**src/rtl/pwm_frame_loader.sv**
```systemverilog
// Byte-stream loader for PwmCtrl: parses HEADER-framed phase/amp updates into a shadow bank
// and commits them to the active arrays on the PWM start pulse. Optional checksum: PWM_LOADER_CHECKSUM_EN.
module pwm_frame_loader #(
  parameter int         NUM_CHANNELS = 16,
  parameter logic [7:0] HEADER       = 8'hA5
) (
  input  logic       clk,
  input  logic       reset,
  input  logic [7:0] in_data,
  input  logic       in_valid,
  output logic       in_ready,
  input  logic       start,
  output logic [7:0] phase [NUM_CHANNELS],
  output logic [6:0] amp   [NUM_CHANNELS],
  output logic       pending,
  output logic       swapped,
  output logic       frame_ok,
  output logic       frame_err
);

  localparam int CW = (NUM_CHANNELS > 1) ? $clog2(NUM_CHANNELS) : 1;
  localparam logic [CW-1:0] LAST_CH = CW'(NUM_CHANNELS - 1);

`ifdef PWM_LOADER_CHECKSUM_EN
  typedef enum logic [1:0] {S_HUNT, S_PHASE, S_AMP, S_CSUM} state_t;
  logic [7:0] r_csum;
`else
  typedef enum logic [1:0] {S_HUNT, S_PHASE, S_AMP} state_t;
`endif

  state_t        r_state;
  logic [CW-1:0] r_ch;
  logic [7:0]    r_phase    [NUM_CHANNELS];
  logic [6:0]    r_amp      [NUM_CHANNELS];
  logic [7:0]    r_sh_phase [NUM_CHANNELS];
  logic [6:0]    r_sh_amp   [NUM_CHANNELS];
  logic          r_pending;
  logic          r_swapped;
  logic          r_frame_ok;
  logic          r_frame_err;
  logic          w_accept;

  // Stalling while a committed frame waits keeps the shadow bank stable until swap.
  assign in_ready  = !reset && !r_pending;
  assign w_accept  = in_valid && in_ready;
  assign pending   = r_pending;
  assign swapped   = r_swapped;
  assign frame_ok  = r_frame_ok;
  assign frame_err = r_frame_err;

  generate
    for (genvar gi = 0; gi < NUM_CHANNELS; gi++) begin : g_out
      assign phase[gi] = r_phase[gi];
      assign amp[gi]   = r_amp[gi];
    end
  endgenerate

  always_ff @(posedge clk or posedge reset) begin
    if (reset) begin
      r_state     <= S_HUNT;
      r_ch        <= '0;
      r_pending   <= 1'b0;
      r_swapped   <= 1'b0;
      r_frame_ok  <= 1'b0;
      r_frame_err <= 1'b0;
`ifdef PWM_LOADER_CHECKSUM_EN
      r_csum      <= '0;
`endif
      for (int i = 0; i < NUM_CHANNELS; i++) begin
        r_phase[i]    <= '0;
        r_amp[i]      <= '0;
        r_sh_phase[i] <= '0;
        r_sh_amp[i]   <= '0;
      end
    end else begin
      r_swapped   <= 1'b0;
      r_frame_ok  <= 1'b0;
      r_frame_err <= 1'b0;

      // Swap and commit are exclusive: commit needs an accepted byte, which needs pending==0.
      if (start && r_pending) begin
        r_phase   <= r_sh_phase;
        r_amp     <= r_sh_amp;
        r_pending <= 1'b0;
        r_swapped <= 1'b1;
      end

      if (w_accept) begin
        case (r_state)
          S_HUNT: begin
            if (in_data == HEADER) begin
              r_state <= S_PHASE;
              r_ch    <= '0;
`ifdef PWM_LOADER_CHECKSUM_EN
              r_csum  <= '0;
`endif
            end
          end
          S_PHASE: begin
            r_sh_phase[r_ch] <= in_data;
`ifdef PWM_LOADER_CHECKSUM_EN
            r_csum           <= r_csum ^ in_data;
`endif
            r_state          <= S_AMP;
          end
          S_AMP: begin
            if (in_data[7]) begin
              r_frame_err <= 1'b1;
              r_state     <= S_HUNT;
            end else begin
              r_sh_amp[r_ch] <= in_data[6:0];
`ifdef PWM_LOADER_CHECKSUM_EN
              r_csum         <= r_csum ^ in_data;
`endif
              if (r_ch == LAST_CH) begin
`ifdef PWM_LOADER_CHECKSUM_EN
                r_state    <= S_CSUM;
`else
                r_frame_ok <= 1'b1;
                r_pending  <= 1'b1;
                r_state    <= S_HUNT;
`endif
              end else begin
                r_ch    <= r_ch + 1'b1;
                r_state <= S_PHASE;
              end
            end
          end
`ifdef PWM_LOADER_CHECKSUM_EN
          S_CSUM: begin
            if (in_data == r_csum) begin
              r_frame_ok <= 1'b1;
              r_pending  <= 1'b1;
            end else begin
              r_frame_err <= 1'b1;
            end
            r_state <= S_HUNT;
          end
`endif
          default: r_state <= S_HUNT;
        endcase
      end
    end
  end

endmodule

```
**config.mk**
```make
export PLATFORM = sky130hd
export DESIGN_NAME = pwm_frame_loader
export DESIGN_NICKNAME = d
export VERILOG_FILES = /design/src/rtl/pwm_frame_loader.sv
export SDC_FILE = /design/constraint.sdc
export NUM_CORES = 1
export LEC_CHECK = 0
export CORE_UTILIZATION = 30
export DETAILED_ROUTE_END_ITERATION = 8
export SKIP_CTS_REPAIR_TIMING = 1
export SLEW_MARGIN = 20
export SYNTH_ARGS = -nofsm -noshare
export SYNTH_HDL_FRONTEND = slang
export SYNTH_SLANG_ARGS = --single-unit
```
**constraint.sdc**
```tcl
create_clock -name clk -period 15.8 [get_ports clk]
set_clock_uncertainty 0.05 [all_clocks]
set_input_delay 3.16 -clock clk [delete_from_list [all_inputs] [get_ports clk]]
set_output_delay 3.16 -clock clk [all_outputs]
set_load 0.03 [all_outputs]
```
==> results.py <==
metrics = {
    "floorplan": {
        "ioPinCount": 257,
        "start_util_pct": 30.4,
        "dieArea_um2": 63600,
        "core_region_area_um2": 61800,
        "row_count": 91,
        "die_w_um": 252,
        "die_h_um": 252,
    },
    "critical_path": {
        "cpMostUsedCell": "clkdlybuf4s50_1",
        "end_kind": "primary output",
        "cp_slowest_cell": "clkdlybuf4s50_1",
        "worstSetupPathType": "in2out",
        "arrival_ns": 4.44,
        "r2r_end": "phase[30]",
        "crit_buf_inv": 2,
        "reg2regPathDepth": 4,
        "critical_path.top_delay_family": "buffers and inverters",
        "r2r_start": "pending",
        "r2r_slack_ns": 12.86,
        "cp-start-kind": "input pin",
        "path_cells": "clkdlybuf4s50_1 > nor2_1 > clkdlybuf4s50_1",
        "cp-startpoint": "reset",
        "critPathRequiredTime_ns": 12.59,
        "crit_path_max_incr_delay_ns": 0.68,
        "crit_fanout": 3,
    },
    "route": {
        "finalWirelength_um": 44800,
        "via_count": 10200,
        "vias_per_cell": 4.52,
        "wire_per_inst_um": 19.9,
        "drtPass1Iterations": 4,
        "drt_first_iter_violations": 388,
        "drc": 0,
        "antenna_left": 0,
    },
    "yosys": {
        "syn_nets": 1123,
        "syn_area_per_cell_um2": 17.0,
        "synth_warnings": 0,
        "yosysTopAreaCell": "dfrtp_1",
        "synth_edf_count": 0,
        "async_flop_share_pct": 100,
        "synthFlopType": "dfrtp_1",
        "synth_seq_cells": 490,
        "synth_cell_type_count": 38,
        "netlist_instances": 1107,
        "syn_area_um2": 18800,
        "synth_top_area_share_pct": 65.3,
        "synth_area_leaders": "dfrtp_1 65%, mux2_2 27%, mux2_4 2.8%",
        "ys_seq_area_share_pct": 65.3,
    },
    "worst_hold_path": {
        "hold_start": "r_sh_phase[19]",
        "hold_path.class": "reg2reg",
        "whs_endpoint": "phase[19]",
        "hold-path-cell-count": 1,
    },
    "power": {
        "power_frac_comb_pct": 4.1,
        "peakVddDrop_mv": 0.0748,
        "seqPwrFrac_pct": 48.4,
        "p_clk_share_pct": 47.5,
        "p_leak_nw": 11.8,
        "power_density_nw_per_um2": 110,
        "power.net_switching_w": 0.000593,
        "sw_frac_of_total_pct": 22.4,
        "p_int_w": 0.00206,
    },
    "finish": {
        "area_growth_pct": 28.1,
        "final_net_count": 1391,
        "mostFrequentLayoutCell": "dfrtp_1",
        "layout-drive-gt1-share_pct": 44.1,
        "final_cell_mix": "490 x dfrtp_1, 445 x mux2_2, 249 x clkdlybuf4s50_1",
    },
    "placed_design": {
        "portBuffers": 256,
        "gp_congestion": 0.686,
        "hpwlAfterDp_um": 27700,
        "dpl_worst_slack_ns": 8.15,
    },
    "job": {
        "cap_violations": 0,
    },
    "clock_tree": {
        "path_clk_slew_ns": 0.06,
        "cts_root_buffer": "clkbuf_16",
        "ctsHtreeMaxLevel": 2,
        "max-clock-path-buffers": 3,
        "clock-sinks": 490,
        "cts_tree": "done",
        "clock_latency_ns": 0.59,
        "numCtsBuffers": 52,
    },
    "global_route": {
        "grt_usage_pct": 14.2,
        "grt_antenna_before_repair": 2,
        "grt_pass1_wl_um": 68300,
        "grt_max_degree": 146,
        "overflow": 0,
        "grt_pass1_vias": 10700,
    },
    "timing": {
        "setup_violations": 0,
        "hold_viol": 0,
        "fin_crit_sh_pct": 48.4,
        "worstMarginPinSlew_ns": 0.994,
        "rsz0062_at_grt": "false",
        "max_freq_mhz": 131,
        "slew_headroom_pct": 33.4,
        "slew_viol_final": 0,
        "fin_setup_tns_ns": 0,
        "layout_min_cycle_time_ns": 7.65,
        "setup_slack_ns": 8.15,
    },
    "status": {
        "status": "complete, no violations",
    },
}
-- worst max path at each step --
stage,cells past startpoint,end
global placement,3,in_ready
floorplan,1,amp[0]
detailed placement,3,in_ready
CTS,3,in_ready
global route,3,in_ready
finish,3,in_ready
-- layout make-up --
type / count / area, um^2
Sequential cell: 490 / 12300
Clock buffer: 78 / 1550
Antenna cell: 1 / 2.50
Timing Repair Buffer: 276 / 2690
Fill cell: 5788 / 37800
Tap cell: 837 / 1050
Inverter: 6 / 31.3
Multi-Input combinational cell: 549 / 6230
Clock inverter: 19 / 250
-- metal layers --
layer  share of wire [%]  routed length [um]  vias to the layer above  global-route usage, %
li1                    -                   -                     4491                      -
met2                  48               21500                      218                   23.0
met3                 5.5                2490                       67                   3.36
met5               0.027                  12                        -                      0
met4                 1.9                 842                        2                   3.60
met1                  45               20000                     5417                   19.1
-- cell usage after synthesis, drive strengths merged, types with 2 or more instances --
| cell type | n |
|---|---|
| dfrtp | 490 |
| mux2 | 480 |
| clkbuf | 47 |
| nand3 | 32 |
| buf | 15 |
| inv | 6 |
| ha | 4 |
| nand2 | 4 |
| nor2 | 4 |
| a21oi | 3 |
| nor2b | 3 |
| a21o | 2 |
| nor3 | 2 |
-- power by group through the flow --
stage          registers, W  clock network [W]   logic, W
2_1_floorplan       0.00130                  0  0.0000760
3_3_place_gp        0.00130                  0   0.000112
3_5_place_dp        0.00131                  0   0.000115
4_1_cts             0.00128            0.00130   0.000115
5_1_grt             0.00128            0.00136   0.000121
6_report            0.00128            0.00126   0.000109
-- state kept, by name, indices dropped and copies added (netlist names) --
register and cells:
frame_err 1, frame_ok 1, phase 128, swapped 1, r_sh_phase 128, r_sh_amp 112
r_state 2, r_ch 4, amp 112, pending 1
-- per-stage QoR --
stage,cells,hold WS (ns),util [%],instance area [um^2],power (W)
2_1_floorplan,1107,0.424,-,18800,0.00138
3_3_place_gp,2158,0.432,36.0,22300,0.00142
3_5_place_dp,2158,0.436,36.0,22300,0.00142
4_1_cts,2255,0.444,38.9,24100,0.00270
5_1_grt,2255,0.450,38.9,24100,0.00276
6_report,2256,0.443,38.9,24100,0.00265
-- logic make-up (layout without fill, tap and decap cells) --
group,Yosys count,after routing,synth area share [%]
and+or+nand+nor,54,54,2.89
other,0,1,0
buffers and inverters,68,379,1.69
DFF,490,490,65.3
muxes,481,481,29.5
adders and majority gates,4,4,0.266
AOI/OAI and AO/OA,10,10,0.373
Power figures use the tool's default switching activity.
